`src/rtl/fetch_pc_sequencer.sv`:
```
// Front-end PC sequencer: issues word-aligned fetches over req/ack, hands instructions
// to decode over valid/ready, and applies branch/jump/jump-register redirects from execute.
module fetch_pc_sequencer #(
    parameter logic [31:0] RESET_PC = 32'h0000_0000
) (
    input  logic        clk,
    input  logic        rst_n,
    output logic        imem_req,
    output logic [31:0] imem_addr,
    input  logic        imem_ack,
    input  logic [31:0] imem_rdata,
    output logic        instr_valid,
    output logic [31:0] instr,
    output logic [31:0] instr_pc,
    input  logic        instr_ready,
    input  logic        redir_valid,
    input  logic        redir_taken,
    input  logic [1:0]  redir_type,
    input  logic [31:0] redir_pc,
    input  logic [25:0] redir_imm,
    input  logic [31:0] redir_reg,
    output logic        misalign_err
);

    typedef enum logic [0:0] {
        S_REQ  = 1'b0,
        S_HOLD = 1'b1
    } state_t;

    localparam logic [1:0] T_BRANCH = 2'b00;
    localparam logic [1:0] T_JUMP   = 2'b01;
    localparam logic [1:0] T_JREG   = 2'b10;

    state_t      state, next_state;
    logic [31:0] pc, next_pc;
    logic        squash, next_squash;
    logic        next_req;
    logic [31:0] next_addr;
    logic        next_valid;
    logic [31:0] next_instr, next_instr_pc;
    logic        next_misalign;

    logic        taken;
    logic [31:0] link_pc;
    logic [31:0] target;
    logic [31:0] refetch_pc;

    assign taken   = redir_valid && redir_taken && (redir_type != 2'b11);
    assign link_pc = redir_pc + 32'd4;

    // Redirect target; offsets and indices are in words, hence the shift by 2
    always_comb begin
        target = link_pc + {{14{redir_imm[15]}}, redir_imm[15:0], 2'b00};
        case (redir_type)
            T_BRANCH: target = link_pc + {{14{redir_imm[15]}}, redir_imm[15:0], 2'b00};
            T_JUMP:   target = {link_pc[31:28], redir_imm[25:0], 2'b00};
            T_JREG:   target = {redir_reg[31:2], 2'b00};
            default:  target = pc;
        endcase
    end

    assign refetch_pc = taken ? target : pc;

    always_comb begin
        next_state    = state;
        next_pc       = pc;
        next_squash   = squash;
        next_req      = imem_req;
        next_addr     = imem_addr;
        next_valid    = instr_valid;
        next_instr    = instr;
        next_instr_pc = instr_pc;
        next_misalign = taken && (redir_type == T_JREG) && (redir_reg[1:0] != 2'b00);

        case (state)
            S_REQ: begin
                if (!imem_req) begin
                    next_req  = 1'b1;
                    next_pc   = refetch_pc;
                    next_addr = refetch_pc;
                end else if (imem_ack) begin
                    if (squash || taken) begin
                        // Returned word belongs to a stale path: drop it and refetch
                        next_squash = 1'b0;
                        next_pc     = refetch_pc;
                        next_addr   = refetch_pc;
                        next_req    = 1'b1;
                    end else begin
                        next_instr    = imem_rdata;
                        next_instr_pc = imem_addr;
                        next_valid    = 1'b1;
                        next_pc       = imem_addr + 32'd4;
                        next_req      = 1'b0;
                        next_state    = S_HOLD;
                    end
                end else if (taken) begin
                    // Address must stay stable until ack, so remember to discard it
                    next_pc     = target;
                    next_squash = 1'b1;
                end
            end
            S_HOLD: begin
                if (taken) begin
                    next_valid = 1'b0;
                    next_pc    = target;
                    next_addr  = target;
                    next_req   = 1'b1;
                    next_state = S_REQ;
                end else if (instr_ready) begin
                    next_valid = 1'b0;
                    next_addr  = pc;
                    next_req   = 1'b1;
                    next_state = S_REQ;
                end
            end
            default: next_state = S_REQ;
        endcase
    end

    always_ff @(posedge clk or negedge rst_n) begin
        if (!rst_n) begin
            state        <= S_REQ;
            pc           <= RESET_PC;
            squash       <= 1'b0;
            imem_req     <= 1'b0;
            imem_addr    <= RESET_PC;
            instr_valid  <= 1'b0;
            instr        <= 32'd0;
            instr_pc     <= 32'd0;
            misalign_err <= 1'b0;
        end else begin
            state        <= next_state;
            pc           <= next_pc;
            squash       <= next_squash;
            imem_req     <= next_req;
            imem_addr    <= next_addr;
            instr_valid  <= next_valid;
            instr        <= next_instr;
            instr_pc     <= next_instr_pc;
            misalign_err <= next_misalign;
        end
    end

endmodule

```
`config.mk`:
```
export PLATFORM = sky130hd
export DESIGN_NAME = fetch_pc_sequencer
export DESIGN_NICKNAME = d
export VERILOG_FILES = /design/src/rtl/fetch_pc_sequencer.sv
export SDC_FILE = /design/constraint.sdc
export NUM_CORES = 1
export LEC_CHECK = 0
export BUFFER_PORTS_ARGS = -buffer_cell sky130_fd_sc_hd__buf_2
export CAP_MARGIN = 20
export CORE_UTILIZATION = 58
export CTS_CLUSTER_SIZE = 12
export DETAILED_ROUTE_END_ITERATION = 12
export GPL_ROUTABILITY_DRIVEN = 0
export PLACE_DENSITY_LB_ADDON = 0.15
export SYNTH_ARGS = -nofsm -noshare
export SYNTH_HDL_FRONTEND = slang
export SYNTH_SLANG_ARGS = --single-unit
```
`constraint.sdc`:
```
create_clock -name clk -period 3.2 [get_ports clk]
set_input_delay 0.64 -clock clk [delete_from_list [all_inputs] [get_ports clk]]
set_output_delay 0.64 -clock clk [all_outputs]
set_load 0.01 [all_outputs]
```
==> impl_metrics.toml <==
[finish]
nNetsFinal = 1599
syn_to_final_growth_pct = 40.7
layout_common_cells = "nand2_1, buf_2, buf_4"
postLayoutCellArea_um2 = 12300
fill_cells = 894
layout-drive-gt1-share = 0.349
final_common_cell = "nand2_1"

[clocking]
cts_tree = "yes"
cts_root_buffer = "clkbuf_16"
path_clk_slew_ns = 0.06
clock_path_buffers = 2
cts_hold_buf = 0
numClockSinks = 133
numCtsBuffers = 17
h-tree-depth = 4
insertion_delay_ns = 0.42

[run_status]
outcome = "finished with violations"
violations = "setup timing"

[timing]
period_share = 1.03
fmax_mhz = 302
relSlewSlack = 0.452
tightest_slew_ns = 0.822
drv_slew = 0
skew_ns = 0.00561
rsz0062_at_grt = "true"
hold_viol = 0
setup_viol = 8
holdWs_ns = 0.209
timing.final.ws_setup_ns = -0.110
layout_min_cycle_time_ns = 3.31

[synthesis]
synth_top_cell_by_area = "dfrtp_1"
async_flop_share = 1.00
synth_top_area_share = 0.382
ys_warn_count = 0
synth_cells = 1090
synth.distinct_cells = 63
seq_area_frac_synth = 0.382
ys_ff_latch = 133
netlist_area_um2 = 8710
synth.area.top_cells = "dfrtp_1, nand2_1, xnor2_1, ha_1, o21ai_0"
synth_nets = 1257
synthFlopType = "dfrtp_1"
synth_edf_count = 0
syn_area_per_cell_um2 = 7.99

[worst_setup_path]
cpMostUsedCell = "buf_4"
crit_fanout = 4
crit_family = "compound AO/OA/AOI/OAI gates"
arrival_ns = 3.58
crit_path_start_kind = "input pin"
path_class = "in2reg"
end_kind = "register"
path_cells = "buf_6 > and4_4 > nand3_4 > or3_4 > xnor2_1 > ha_1 > buf_4 > a21o_1 > nor2_1 > o21ai_1 > o211a_1 > o211ai_1 > buf_4 > a41o_1 > nor3_2 > a21oi_1"
crit_buf_inv = 3
required_ns = 3.47
slowest_stage = "or3_4"
max_stage_delay_ns = 0.37

[global_route]
grt_usage = 0.364
grt_use_met3 = 0.0623
grt_max_degree = 70
grt_pass1_vias = 9349
top_usage_layer = "met2"
grt-ovfl-total = 0
grtUsageMet2 = 0.622
grt_pass1_wl_um = 45400
antenna_found_initial = 1
grtUsageMet1 = 0.435

[route]
ant_nets = 0
drt_wl_total_um = 30000
drt_iter0_drc = 921
wl_per_cell_um = 18.4
drt-pass1-iter-count = 6
viasPerCell = 6.06
via_count = 9888
drc = 0

[placement]
portBuffers = 228
hpwl_um = 19400
postPlaceCellArea_um2 = 10900

[power_and_ir_drop]
pwr_density_cell_nw_per_um2 = 765
static-leakage-power_nw = 6.09
peakVddDrop_mv = 0.607

[floorplan]
dieArea_um2 = 15500
num_rows = 44
start_util = 0.597
io_pins = 229
die_h_um = 125
die_x_um = 125
core_area_um2 = 14600

[job]
maxCapViolCount = 0

[worst_hold_path]
min_path_type = "in2async"
## sequential cells by signal, summed over array words and instances, names as in the netlist
signal and cells:
imem_addr 32, imem_req 1, instr 32, instr_pc 32
instr_valid 1, misalign_err 1, pc 32, squash 1
state 1
## cell usage after synthesis (7+ instances only)
cell        n
nand2_1   313
dfrtp_1   133
o21ai_0    80
nor2_1     76
a21oi_1    62
xnor2_1    55
clkbuf_1   44
ha_1       36
nand3_1    32
xor2_1     22
and3_1     18
inv_1      15
nor3_1     15
a21o_1     12
nand4_1    11
a211oi_1   10
a31oi_1    10
mux2i_1    10
nor2b_1     9
o211ai_1    9
and2_1      8
and4_1      8
a222oi_1    7
buf_1       7
o31ai_1     7
## cell families after synthesis
| group | synth area share |
|---|---|
| xor gates and xnor gates | 0.0793 |
| DFF | 0.382 |
| and+or+nand+nor | 0.255 |
| buffers and inverters | 0.0359 |
| AOI/OAI and AO/OA | 0.172 |
| adders and majority gates | 0.0540 |
| muxes | 0.0218 |
## metal layers
layer	share of wire	routed length, um
met2	0.49	14800
met1	0.38	11300
met5	0	0
met3	0.076	2270
met4	0.056	1690
## report_power, final
group | switching (mW) | internal, mW | total [mW]
Sequential | 0.701 | 2.50 | 3.20
Clock | 0.703 | 1.42 | 2.13
Combinational | 2.35 | 1.70 | 4.04
## timing repair
action	in CTS	in global routing
setup endpoints to repair	27	39
pin swaps	23	45
buffers inserted	7	15
gates resized for setup	40	73
endpoints found under the hold margin	0	0
## path summary, 6_finish.rpt
check	cells after the start	slack [ns]	endpoint	start
worst max-delay path	16	-0.11	pc[29]	redir_pc[6]
worst min-delay path	1	0.21	misalign_err	rst_n
worst max register to register	9	0.74	pc[25]	imem_addr[4]
worst min register to register	2	0.46	instr[9]	instr[9]
max in group asynchronous	2	2.23	imem_addr[23]	rst_n
min in group clk	3	0.42	instr[18]	imem_rdata[18]
## stage by stage
| stage | util | worst slack, ns | instances | total power, mW | setup TNS, ns |
|---|---|---|---|---|---|
| finish | 0.840 | -0.110 | 1632 | 9.37 | -0.571 |
| global route | 0.840 | -0.238 | 1630 | 9.90 | -2.93 |
| CTS | 0.810 | -0.0210 | 1614 | 9.15 | -0.0416 |
| detailed placement | 0.750 | -0.577 | 1575 | 6.87 | -18.51 |
| global placement | 0.750 | -0.551 | 1575 | 6.73 | -14.33 |
| floorplan | - | -0.188 | 1090 | 5.33 | -1.94 |
## layout make-up
class | instances | area [um2] | share of cell area
Clock buffer | 24 | 512 | 0.0417
Tap cell | 184 | 230 | 0.0188
Clock inverter | 8 | 143 | 0.0116
Antenna cell | 3 | 7.51 | 0.000612
Timing Repair Buffer | 380 | 2450 | 0.200
Sequential cell | 133 | 3330 | 0.271
Inverter | 15 | 56.3 | 0.00459
Multi-Input combinational cell | 885 | 5530 | 0.451
Power figures use the tool's default switching activity.
